## config.mk

```make
export PLATFORM = sky130hd
export DESIGN_NAME = spi_flash_reader
export DESIGN_NICKNAME = d
export VERILOG_FILES = /design/src/rtl/spi_flash_reader.sv
export SDC_FILE = /design/constraint.sdc
export NUM_CORES = 1
export LEC_CHECK = 0
export CAP_MARGIN = 20
export CORE_MARGIN = 3
export CORE_UTILIZATION = 59
export DETAILED_ROUTE_END_ITERATION = 12
export PLACE_DENSITY = 0.82
export SYNTH_ARGS = -nofsm -noshare
export SYNTH_HDL_FRONTEND = slang
export SYNTH_SLANG_ARGS = --single-unit
```

## constraint.sdc

```tcl
create_clock -name clk_i -period 6.1 [get_ports clk_i]
set_input_delay 1.22 -clock clk_i [delete_from_list [all_inputs] [get_ports clk_i]]
set_output_delay 1.22 -clock clk_i [all_outputs]
set_load 0.005 [all_outputs]
```

## src/rtl/spi_flash_reader.sv

```systemverilog
// SPI NOR word fetcher: issues READ (0x03) with a word-aligned 24-bit address, clocks in four bytes
// in SPI mode 0, and returns them little-endian with a one-cycle completion pulse.
module spi_flash_reader #(
   parameter int CLK_DIV        = 2,
   parameter int CS_HIGH_CYCLES = 2
) (
   input  logic        clk_i,
   input  logic        rst_ni,
   input  logic [31:0] mem_addr,
   output logic [31:0] mem_rdata,
   input  logic        mem_rstrb,
   output logic        mem_done,
   output logic        spi_sck_o,
   output logic        spi_cs_no,
   output logic        spi_mosi_o,
   input  logic        spi_miso_i
);

   localparam logic [7:0] DIV_LOAD = 8'(CLK_DIV);
   localparam logic [7:0] CS_LOAD  = 8'(CS_HIGH_CYCLES);

   typedef enum logic [1:0] {IDLE, SHIFT, DONE, CS_HIGH} state_t;

   state_t      state;
   logic [7:0]  div_cnt;
   logic [6:0]  bit_cnt;
   logic [7:0]  cs_cnt;
   logic [31:0] tx_sr;
   logic [31:0] rx_sr;
   logic [31:0] tx_word;
   logic        unused_addr;

   assign tx_word     = {8'h03, mem_addr[23:2], 2'b00};
   assign unused_addr = ^{mem_addr[31:24], mem_addr[1:0]};

   always_ff @(posedge clk_i or negedge rst_ni) begin
      if (!rst_ni) begin
         state      <= IDLE;
         div_cnt    <= '0;
         bit_cnt    <= '0;
         cs_cnt     <= '0;
         tx_sr      <= '0;
         rx_sr      <= '0;
         mem_rdata  <= '0;
         mem_done   <= 1'b0;
         spi_sck_o  <= 1'b0;
         spi_cs_no  <= 1'b1;
         spi_mosi_o <= 1'b0;
      end else begin
         mem_done <= 1'b0;
         case (state)
            IDLE: begin
               if (mem_rstrb && !mem_done) begin
                  tx_sr      <= tx_word;
                  spi_mosi_o <= tx_word[31];
                  spi_cs_no  <= 1'b0;
                  spi_sck_o  <= 1'b0;
                  div_cnt    <= DIV_LOAD;
                  bit_cnt    <= '0;
                  state      <= SHIFT;
               end
            end
            SHIFT: begin
               if (div_cnt == 8'd1) begin
                  div_cnt <= DIV_LOAD;
                  if (!spi_sck_o) begin
                     spi_sck_o <= 1'b1;
                     rx_sr     <= {rx_sr[30:0], spi_miso_i};
                  end else begin
                     spi_sck_o <= 1'b0;
                     bit_cnt   <= bit_cnt + 7'd1;
                     // Zero fill of tx_sr makes MOSI fall to 0 by itself once the 32 TX bits are out.
                     tx_sr      <= {tx_sr[30:0], 1'b0};
                     spi_mosi_o <= tx_sr[30];
                     if (bit_cnt == 7'd63) begin
                        state <= DONE;
                     end
                  end
               end else begin
                  div_cnt <= div_cnt - 8'd1;
               end
            end
            DONE: begin
               // First received byte sits in rx_sr[31:24]; it belongs in the low byte.
               mem_rdata  <= {rx_sr[7:0], rx_sr[15:8], rx_sr[23:16], rx_sr[31:24]};
               mem_done   <= 1'b1;
               spi_cs_no  <= 1'b1;
               spi_sck_o  <= 1'b0;
               spi_mosi_o <= 1'b0;
               cs_cnt     <= CS_LOAD;
               state      <= CS_HIGH;
            end
            CS_HIGH: begin
               if (cs_cnt <= 8'd1) begin
                  state <= IDLE;
               end else begin
                  cs_cnt <= cs_cnt - 8'd1;
               end
            end
            default: begin
               state      <= IDLE;
               spi_cs_no  <= 1'b1;
               spi_sck_o  <= 1'b0;
               spi_mosi_o <= 1'b0;
            end
         endcase
      end
   end

endmodule
```

==> impl_metrics.csv <==
group,metric,value,unit
status,status,"finished clean",
floorplan,ios,72,
clock_tree,cts_inserted_buffers,17,
timing,min_period_over_period,50.7,%
timing,finalClockSkew,0.0146,ns
clock_tree,post_cts_resized,0,
timing,rsz0062_at_grt,"false",
logic_synthesis,synthSimpleGateAreaFrac,7.56,%
timing,min_period,3.09,ns
clock_tree,ctsRootBufferMaster,"clkbuf_8",
logic_synthesis,avgSynthCellArea,12.3,µm²
clock_tree,postCtsSetupBuffers,0,
clock_tree,clockBufferDepth,2,
drt,drt-total-wl,10.6,mm
critical_path,start_kind,"flop",
logic_synthesis,synth_top_family_by_area,"multiplexers",
floorplan,fp.coreArea,0.00876,mm²
logic_synthesis,synthXorXnorAreaFrac,0,%
critical_path,cp.arrival,3.49,ns
drt,viasPerCell,5.98,
logic_synthesis,netlist_area,0.00536,mm²
power,power_leakage,0.00316,µW
floorplan,fp-row-count,34,
drt,ant_nets,0,
logic_synthesis,synth_compound_area_share,11.9,%
timing,maxSlewViolCount,0,
timing,hold_viol_final,0,
global_route,grt_pass1_vias,3714,
global_route,grt_first_pass_wirelength,17.8,mm
critical_path,r2r_start,"state[1]",
clock_tree,clk_latency,0.52,ns
critical_path,crit_path_end_kind,"flop",
placement,place.port_buffers,61,
clock_tree,htreeDepth,4,
logic_synthesis,yosysSeqAreaShare,57.0,%
global_route,grt_max_degree,66,
drt,initialDrtViolationCount,240,
floorplan,start_util,61.2,%
timing,slew_headroom,28.9,%
logic_synthesis,syn_nets,482,
timing,fin_setup_tns,0,ns
clock_tree,cts.sinks,122,
critical_path,required,6.49,ns
logic_synthesis,syn_inst,436,
critical_path,path_max_fanout,43,
clock_tree,cts_tree,"done",
worst_hold_path,worstHoldStart,"rx_sr[31]",
timing,fin_ws,3.01,ns
layout,finish.utilization,75.4,%
placement,pre_cts_ws,2.73,ns
floorplan,fp.dieH,101,µm
layout,synthToLayoutAreaGrowth,23.3,%
logic_synthesis,synth-seq-cells,122,
placement,globalplace.congestion,0.813,
placement,hpwlAfterDp,6.19,mm
power,power.density,277,mW/mm²
layout,antenna_cells,0,
global_route,grt_use_total,22.3,%
layout,final_nets,543,
clock_tree,cts_hold_buf,0,
job,cap_violations,0,
layout,final_cell_mix,"dfrtp_1 (121), o21ai_0 (76), mux2_2 (61), clkdlybuf4s50_1 (60), mux2i_1 (24)",
floorplan,die_area,0.0103,mm²
logic_synthesis,yosys-mux-area-fraction,18.4,%
drt,drt_first_pass_iters,4,
global_route,grt-ovfl-total,0,
worst_hold_path,holdCritPathClass,"reg2reg",
clock_tree,clkSlewWorstSetupHoldPaths,0.06,ns
timing,setup_viol_count_final,0,
timing,worst_pin_slew,1.07,ns
power,vdd_drop_max,0.228,mV
logic_synthesis,synth_warnings,0,
logic_synthesis,synth_fa_ha_area_share,2.33,%
critical_path,critPathLaunch,"state[1]",
floorplan,die_w,101,µm
drt,post_drt_wl_per_cell,17.1,µm
global_route,antenna_found_initial,0,
drt,drc_errors,0,
layout,layout-drive-gt1-share,21.4,%
logic_synthesis,synth_area_leaders,"dfrtp_1 (57%), mux2_2 (13%), o21ai_0 (7.1%)",
timing,max_freq,0.323,GHz
logic_synthesis,yosysTopAreaCell,"dfrtp_1",
logic_synthesis,synth_top_cell_area_share,56.5,%
layout,final_common_cell,"dfrtp_1",
logic_synthesis,synth_cell_types,44,
critical_path,path_class,"reg2reg",
drt,vias,3696,
## flip-flops by register name (all words and copies together) (netlist names)
name        count
state           2
spi_sck_o       1
mem_rdata      32
rx_sr          32
mem_done        1
bit_cnt         7
div_cnt         8
spi_cs_no       1
spi_mosi_o      1
tx_sr          29
cs_cnt          8
## critical path: stages (launching register included)
cell and delay (ns):
dfrtp_1 0.41, inv_1 0.12, ha_2 0.91, nand2b_1 0.19
nand2_1 0.20, nand2_1 0.60, o311ai_0 0.54
## final cells by class
cell class | count | area, µm²
fillers | 563 | 2150
well taps | 108 | 135
inverters | 7 | 26.3
multi-input cells | 283 | 2150
flip-flops and latches | 122 | 3050
clock inverters | 15 | 173
clock buffers | 17 | 414
repair buffers | 66 | 653
## through the flow
stage                     total power (µW)  instances  instance area (µm²)  hold WS [ns]
after detailed placement               857        585                 6010         0.477
after global routing                  1880        618                 6610         0.518
after CTS                             1850        617                 6590         0.492
final                                 1830        618                 6610         0.489
after global placement                 857        585                 6010         0.462
after floorplan                        825        436                 5360         0.451
## path summary, 6_finish.rpt
path,end,slack [ns],depth (start not counted)
min in group asynchronous,cs_cnt[3],0.79,1
max reg2reg,bit_cnt[4],3.01,6
min reg2reg,rx_sr[31],0.49,1
max in group asynchronous,mem_rdata[21],4.09,2
max,bit_cnt[4],3.01,6
min,rx_sr[31],0.49,1
## logic make-up (layout without fill, tap and decap cells)
kind of cell               after synthesis  count (layout)
and+or+nand+nor                         74              74
buffers and inverters                   31             105
muxes                                   90              90
DFF                                    122             122
AOI/OAI and AO/OA                      109             109
adders and majority gates               10              10
## Yosys cell counts, drive strengths merged
master and number:
o311ai 3, o31a 2, a21boi 1, or2 1, or4 6, nand2 20, o41ai 3, buf 5
nand3 7, a41o 1, nor3b 1, nand2b 10, o31ai 3, o2111ai 1, ha 10, dfrtp 121
o211ai 6, or3 4, and3 1, a22o 1, a21oi 8, nor2b 1, nor2 11, and2 1
a21o 1, o221ai 1, inv 7, mux2i 24, nor4 3, dfstp 1, clkbuf 19, o21ai 78
or4b 1, mux2 66, nor3 5, nand3b 2
## power breakdown
part	total (µW)	internal (µW)	leakage (µW)	switching, µW
Combinational	31.9	14.5	0.00122	17.4
Sequential	809	809	0.00165	0
Clock	987	565	0.000284	421
Total	1830	1390	0.00316	439
## routing by layer
layer	global-route usage, %	vias up	wire length [µm]
met4	8.18	0	152
li1	-	1721	-
met5	0	-	0
met3	7.64	13	469
met2	36.4	83	5550
met1	27.7	1879	4390
Note: power is estimated with default switching activity, not from simulation.
